--- src/rtl/mem_port_arbiter.sv ---
// Arbiter sharing one single-port synchronous memory between instruction fetch (IF) and data memory (DM).
// DM wins by default; a saturating starvation counter lets IF through after STARVE_LIMIT lost slots.
module mem_port_arbiter #(
  parameter int unsigned ADDR_WIDTH   = 32,
  parameter int unsigned DATA_WIDTH   = 32,
  parameter int unsigned MEM_LATENCY  = 1,
  parameter int unsigned STARVE_LIMIT = 4
) (
  input  logic                  clk,
  input  logic                  reset_n,
  input  logic                  flush,
  input  logic                  if_req,
  input  logic [ADDR_WIDTH-1:0] if_addr,
  output logic                  if_gnt,
  output logic                  if_rvalid,
  output logic [DATA_WIDTH-1:0] if_rdata,
  input  logic                  dm_req,
  input  logic                  dm_we,
  input  logic [ADDR_WIDTH-1:0] dm_addr,
  input  logic [DATA_WIDTH-1:0] dm_wdata,
  output logic                  dm_gnt,
  output logic                  dm_rvalid,
  output logic [DATA_WIDTH-1:0] dm_rdata,
  output logic                  mem_en,
  output logic                  mem_we,
  output logic [ADDR_WIDTH-1:0] mem_addr,
  output logic [DATA_WIDTH-1:0] mem_wdata,
  input  logic [DATA_WIDTH-1:0] mem_rdata
);

  localparam int unsigned LAT_W = $clog2(MEM_LATENCY + 1);
  localparam int unsigned STV_W = $clog2(STARVE_LIMIT + 1);

  typedef enum logic [1:0] {IDLE, BUSY_IF, BUSY_DM} state_e;

  state_e           state_q, state_d;
  logic [LAT_W-1:0] lat_cnt_q, lat_cnt_d;
  logic [STV_W-1:0] starve_cnt_q, starve_cnt_d;
  logic             kill_q, kill_d;
  logic             dm_we_q, dm_we_d;

  logic resp, slot, starved, dm_win, if_win, kill_eff;

  always_ff @(posedge clk or negedge reset_n) begin
    if (!reset_n) begin
      state_q      <= IDLE;
      lat_cnt_q    <= '0;
      starve_cnt_q <= '0;
      kill_q       <= 1'b0;
      dm_we_q      <= 1'b0;
    end else begin
      state_q      <= state_d;
      lat_cnt_q    <= lat_cnt_d;
      starve_cnt_q <= starve_cnt_d;
      kill_q       <= kill_d;
      dm_we_q      <= dm_we_d;
    end
  end

  // Arbitration, next-state and starvation bookkeeping.
  always_comb begin
    resp     = (state_q != IDLE) && (lat_cnt_q == LAT_W'(MEM_LATENCY));
    slot     = (state_q == IDLE) || resp;
    starved  = (starve_cnt_q == STV_W'(STARVE_LIMIT));
    dm_win   = slot && dm_req && !(starved && if_req && !flush);
    if_win   = slot && if_req && !flush && !dm_win;
    kill_eff = kill_q || flush;

    state_d      = state_q;
    lat_cnt_d    = lat_cnt_q;
    starve_cnt_d = starve_cnt_q;
    kill_d       = kill_q;
    dm_we_d      = dm_we_q;

    if (if_win) begin
      state_d   = BUSY_IF;
      lat_cnt_d = LAT_W'(1);
      kill_d    = 1'b0;
    end else if (dm_win) begin
      state_d   = BUSY_DM;
      lat_cnt_d = LAT_W'(1);
      kill_d    = 1'b0;
      dm_we_d   = dm_we;
    end else if (slot) begin
      state_d   = IDLE;
      lat_cnt_d = '0;
      kill_d    = 1'b0;
    end else begin
      lat_cnt_d = lat_cnt_q + LAT_W'(1);
      if (state_q == BUSY_IF) kill_d = kill_eff;
    end

    // Slots where IF is blocked only by flush leave the counter unchanged.
    if (slot) begin
      if (if_win || !if_req) starve_cnt_d = '0;
      else if (dm_win && !starved) starve_cnt_d = starve_cnt_q + STV_W'(1);
    end
  end

  // Port outputs; forced low while reset is asserted.
  always_comb begin
    if_gnt    = 1'b0;
    dm_gnt    = 1'b0;
    if_rvalid = 1'b0;
    dm_rvalid = 1'b0;
    if_rdata  = '0;
    dm_rdata  = '0;
    mem_en    = 1'b0;
    mem_we    = 1'b0;
    mem_addr  = '0;
    mem_wdata = '0;
    if (reset_n) begin
      if_gnt = if_win;
      dm_gnt = dm_win;
      mem_en = if_win || dm_win;
      if (if_win) begin
        mem_addr = if_addr;
      end else if (dm_win) begin
        mem_we    = dm_we;
        mem_addr  = dm_addr;
        mem_wdata = dm_wdata;
      end
      if (resp && (state_q == BUSY_IF) && !kill_eff) begin
        if_rvalid = 1'b1;
        if_rdata  = mem_rdata;
      end
      if (resp && (state_q == BUSY_DM)) begin
        dm_rvalid = 1'b1;
        dm_rdata  = dm_we_q ? '0 : mem_rdata;
      end
    end
  end

endmodule

--- config.mk ---
export PLATFORM = sky130hd
export DESIGN_NAME = mem_port_arbiter
export DESIGN_NICKNAME = d
export VERILOG_FILES = /design/src/rtl/mem_port_arbiter.sv
export SDC_FILE = /design/constraint.sdc
export NUM_CORES = 1
export LEC_CHECK = 0
export ABC_CLOCK_PERIOD_IN_PS = 3800
export CAP_MARGIN = 5
export CORE_AREA = 2 2 104 106
export DETAILED_ROUTE_END_ITERATION = 6
export DIE_AREA = 0 0 106 108
export PLACE_DENSITY = 0.64
export SYNTH_ARGS = -nofsm -noshare
export SYNTH_HDL_FRONTEND = slang
export SYNTH_SLANG_ARGS = --single-unit
export TNS_END_PERCENT = 1
--- constraint.sdc ---
create_clock -name clk -period 3.8 [get_ports clk]
set_input_delay 0.57 -clock clk [delete_from_list [all_inputs] [get_ports clk]]
set_output_delay 0.57 -clock clk [all_outputs]
set_load 0.02 [all_outputs]
==> flow_summary.ini, run 1 <==
[yosys]
syn_inst = 269
syn_area_per_cell_sq_um = 6.54
synthFlopType = dfrtp_1
yosysTopAreaCellShare_pct = 34.5
ys_warn_count = 0
synth_area_sq_um = 1760
synth_cell_types = 34
seq_area_frac_synth_pct = 11.4
ys_seq_elements = 8
synth_edf_count = 0
yosys.area.top_type = and2_1
synthArstFlopShare_pct = 100
synth_area_leaders = and2_1, nand3_1, dfrtp_1
synth_fp_nets = 405

[power]
powerDensity_nw_per_um2 = 145
finalPower_uw = 662
power.leakage_nw = 1.69
irDropWorstVdd_mv = 0.0911

[detailed_routing]
route.met2.wl_mm = 5.40
met3WireLength_mm = 1.03
via_per_inst = 4.45
wl_met1_mm = 3.85
top_layer = met4
ant_nets = 0
drt_wl_total_mm = 10.6
dr.pass1.iters = 4
drc = 0
wl_per_cell_um = 16.2
via_count = 2923
drt_iter0_drc = 165

[floorplanning]
dieArea_sq_um = 11400
pin_count = 268
fp-row-count = 37
die_w_um = 106
die_h_um = 108
core_area_sq_um = 10200
start_util_pct = 17.2

[critical_path]
critPathLaunchType = input pin
cp-end-kind = output port
cp.depth = 6
r2r_cells = 6
crit_chain = clkdlybuf4s50_1 > a21bo_1 > buf_12 > nand3_1 > a21oi_1 > clkdlybuf4s50_1
slowest_delay_ns = 0.64
worstPathMaxFanout = 29
cpLargestDelayFamily = buffers and inverters
cp.arrival_ns = 2.80
cp_common_cell = clkdlybuf4s50_1
critPathRequiredTime_ns = 3.23
cp_slowest_cell = clkdlybuf4s50_1
worst-path-buf-inv = 3
criticalPathCategory = input pin to output port

[sta]
slew_headroom_pct = 75.4
slew_violations = 0
setup_ws_ns = 0.433
setup-violations-final = 0
max_freq_ghz = 0.297
tightest_slew_ns = 0.368
finalHoldViolations = 0
tns_ns = 0
skew_ns = 0.00127
period_minus_slack_ns = 3.37
fin_crit_sh_pct = 88.6
rsz0062_at_grt = no

[layout]
register_area_sq_um = 200
area_growth_pct = 159
drive_above_1_share_pct = 4.23
final_nets = 658
final_util_pct = 44.5
fillers = 1032
multiInputGateArea_sq_um = 1370
fin_area_sq_um = 4550

[clocking]
postCtsResizedCells = 0
clock_latency_ns = 0.22
cts_tree = built
clock-sinks = 8
root_buffer = clkbuf_8
ctsHtreeMaxLevel = 1
hold_buffers = 0
cts_buffer_depth = 2
postCtsSetupBuffers = 0
clkTransAtPathRegs_ns = 0.04
cts_inserted_buffers = 3

[global_route]
grt_overflow_total = 0
first_global_vias = 2873
grt_pass1_wl_mm = 15.4
track_usage_pct = 17.1
grt_max_degree = 35
antenna_found_initial = 1

[status]
status = finished, final reports clean

[placement]
place.detailed.hpwl_mm = 8.64
gp_congestion = 0.854
portBuffers = 267
place_ws_ns = 0.443
place_area_sq_um = 4510

[worst_hold_path]
hold_depth = 1
min_path_type = register to register

[run]
maxCapViolCount = 0
## Yosys cell counts, drive strengths merged (2+ instances only)
cell / n
buf: 22
ha: 2
inv: 5
and2: 97
nor2: 6
nor4b: 2
dfrtp: 8
clkbuf: 5
nand2: 6
nand3: 65
a21oi: 33
## per-layer routing
| layer | GRT usage, % | vias to the layer above |
|---|---|---|
| met1 | 17.9 | 1307 |
| met4 | 6.48 | 0 |
| met3 | 4.58 | 18 |
| met5 | 0 | - |
| met2 | 32.6 | 187 |
| li1 | - | 1411 |
## final cells by class
type                    instances  share of cell area (%)
flip-flops and latches          8                    4.40
inverters                       5                   0.412
repair buffers                275                    60.3
well taps                     136                    3.74
clock buffers                   3                   0.907
multi-input cells             229                    30.2
diodes                          1                  0.0550
## kinds of logic after synthesis
| family | Yosys count | synth area share [%] |
|---|---|---|
| compound gates | 42 | 13.7 |
| fa+ha+maj | 2 | 1.42 |
| buf+inv | 32 | 10.7 |
| flops | 8 | 11.4 |
| mux | 2 | 1.21 |
| simple gates | 183 | 61.6 |
## per-stage QoR
step,instances,hold WS [ns]
detailed placement,653,0.506
floorplan,269,0.274
global placement,653,0.483
CTS,656,0.509
global route,657,0.526
finish,657,0.515
## flip-flops by register name, summed over array words and instances, names as in the netlist
| signal | cells |
|---|---|
| starve_cnt_q | 3 |
| lat_cnt_q | 1 |
| kill_q | 1 |
| dm_we_q | 1 |
| state_q | 2 |
## report_power, final
group	switching, mW	total [mW]	internal (mW)	leakage [nW]
logic	0.199	0.458	0.258	1.57
registers	0.00986	0.103	0.0935	0.102
clock network	0.0320	0.101	0.0685	0.0216
total	0.241	0.662	0.420	1.69
## layout by cell type, fill, tap and decap left out
cell type,synthesis,final
a21bo_1,1,1
a21o_1,1,1
a21oi_1,33,33
a31o_2,1,1
a32o_1,1,1
and2_1,97,97
and4_4,1,1
buf_12,0,1
buf_4,2,7
clkbuf_8,0,3
clkdlybuf4s50_1,0,267
dfrtp_1,8,8
diode_2,0,1
ha_1,2,2
inv_1,3,3
inv_2,2,2
mux2_2,1,1
mux2i_1,1,1
nand2_1,6,6
nand3_1,65,65
nand3b_1,1,1
nand4b_2,1,1
nor2_1,6,6
nor2b_2,0,1
nor3_1,1,1
nor4_4,1,1
nor4b_1,1,1
nor4b_4,1,1
o211ai_1,1,1
o21ai_0,1,1
o21ba_2,1,1
o21bai_2,1,1
o22ai_1,1,1
or3_1,1,1
## final timing paths
path | from | endpoint | slack (ns)
max | dm_req | mem_addr[23] | 0.43
min | lat_cnt_q | state_q[0] | 0.52
max reg2reg | starve_cnt_q[0] | dm_we_q | 2.09
min reg2reg | lat_cnt_q | state_q[0] | 0.52
max in group asynchronous | reset_n | starve_cnt_q[1] | 2.94
min in group asynchronous | reset_n | dm_we_q | 0.72
Power figures use the tool's default switching activity.
==> run 2: changes to the inputs <==
- CELL_PAD_IN_SITES_DETAIL_PLACEMENT: not set -> 2
- CELL_PAD_IN_SITES_GLOBAL_PLACEMENT: not set -> 2
- CORE_AREA: 2 2 104 106 -> not set
- CORE_ASPECT_RATIO: not set -> 0.9
- CORE_MARGIN: not set -> 2
- CORE_UTILIZATION: not set -> 10
- DIE_AREA: 0 0 106 108 -> not set
- PLACE_DENSITY: 0.64 -> 0.89
==> flow_summary.ini, run 2 (synthesized netlist as in run 1, its figures left out) <==
[clocking]
cts_inserted_buffers = 3
cts_tree = built
root_buffer = clkbuf_16
hold_buffers = 0
cts_buffer_depth = 2
postCtsResizedCells = 0
clock-sinks = 8
postCtsSetupBuffers = 0
ctsHtreeMaxLevel = 1
clock_latency_ns = 0.23
clkTransAtPathRegs_ns = 0.04

[placement]
place.detailed.hpwl_mm = 10.6
dp.cells = 755
gp_congestion = 0.773
portBuffers = 267

[layout]
diodes = 0
largest_reg_flops = 3
fillers = 1990
area_growth_pct = 168
layout_common_cells = clkdlybuf4s50_1, and2_1, nand3_1
top_regs = starve_cnt_q x3, state_q x2
final_cells = 758
drive_above_1_share_pct = 4.78
top_register = starve_cnt_q
final_util_pct = 27.6
final_nets = 661
mostFrequentLayoutCell = clkdlybuf4s50_1

[detailed_routing]
drc = 0
wl_per_cell_um = 16.8
drt_iter0_drc = 73
drt_wl_total_mm = 12.7
via_count = 3005
dr.pass1.iters = 4
ant_nets = 0
via_per_inst = 3.96

[sta]
max_freq_ghz = 0.299
period_minus_slack_ns = 3.34
slew_headroom_pct = 73.0
setup-violations-final = 0
fin_crit_sh_pct = 87.9
rsz0062_at_grt = no
skew_ns = 0.00204
slew_violations = 0
tns_ns = 0
finalHoldViolations = 0
tightest_slew_ns = 0.405
hold-worst-slack_ns = 0.545

[power]
powerDensity_nw_per_um2 = 159
irDropWorstVdd_mv = 0.115
finalPower_uw = 748
power.leakage_nw = 1.71

[run]
maxCapViolCount = 0

[global_route]
first_global_vias = 3256
grt_pass1_wl_mm = 18.2
antenna_found_initial = 0
track_usage_pct = 12.5
grt_overflow_total = 0
grt_max_degree = 35

[critical_path]
critPathRequiredTime_ns = 3.23
worstPathMaxFanout = 34
cp-end-kind = output port
criticalPathCategory = input pin to output port
critPathLaunchType = input pin
cp.arrival_ns = 2.77

[status]
status = finished, final reports clean

[floorplanning]
die_h_um = 130
start_util_pct = 10.3
die_w_um = 144
pin_count = 268
fp-row-count = 45
core_area_sq_um = 17100
dieArea_sq_um = 18700

[worst_hold_path]
min_path_type = register to register
[run 2: final timing paths]
kind / startpoint / end / slack [ns] / cells past startpoint
worst max-delay path: if_req / mem_addr[16] / 0.46 / 6
worst min-delay path: kill_q / kill_q / 0.54 / 2
worst max register to register: starve_cnt_q[0] / starve_cnt_q[1] / 1.99 / 6
worst min register to register: kill_q / kill_q / 0.54 / 2
max in group asynchronous: reset_n / starve_cnt_q[1] / 2.91 / 2
min in group asynchronous: reset_n / dm_we_q / 0.74 / 2
[run 2: area by class of cell]
type | instances | area (sq um) | area share, %
timing repair buffer | 278 | 2760 | 58.4
inverter | 5 | 18.8 | 0.398
tap | 235 | 294 | 6.24
sequential | 8 | 200 | 4.25
clock buffer | 3 | 75.1 | 1.59
multi-input combinational | 229 | 1370 | 29.1
[run 2: routing by layer]
metal	routed length (um)	GRT usage [%]
met3	713	2.02
met4	231	3.23
met5	0	0
met2	7040	25.6
met1	4720	13.2
[run 2: where the power goes]
part / leakage [nW] / internal (mW) / switching, mW
Clock: 0.0370 / 0.136 / 0.0416
Combinational: 1.58 / 0.259 / 0.207
Sequential: 0.102 / 0.0935 / 0.0108
Total: 1.71 / 0.488 / 0.259
[run 2: worst max-delay path, cell delays in order]
cell and delay [ns]:
clkdlybuf4s50_1 0.62, nor2b_2 0.20, buf_4 0.36, nand3_1 0.13, a21oi_1 0.20, clkdlybuf4s50_1 0.66
[run 2: per-stage QoR]
stage	setup slack (ns)	instance area (sq um)
floorplan	1.56	1760
global placement	0.561	4640
detailed placement	0.440	4640
CTS	0.425	4720
global route	0.315	4720
finish	0.459	4720
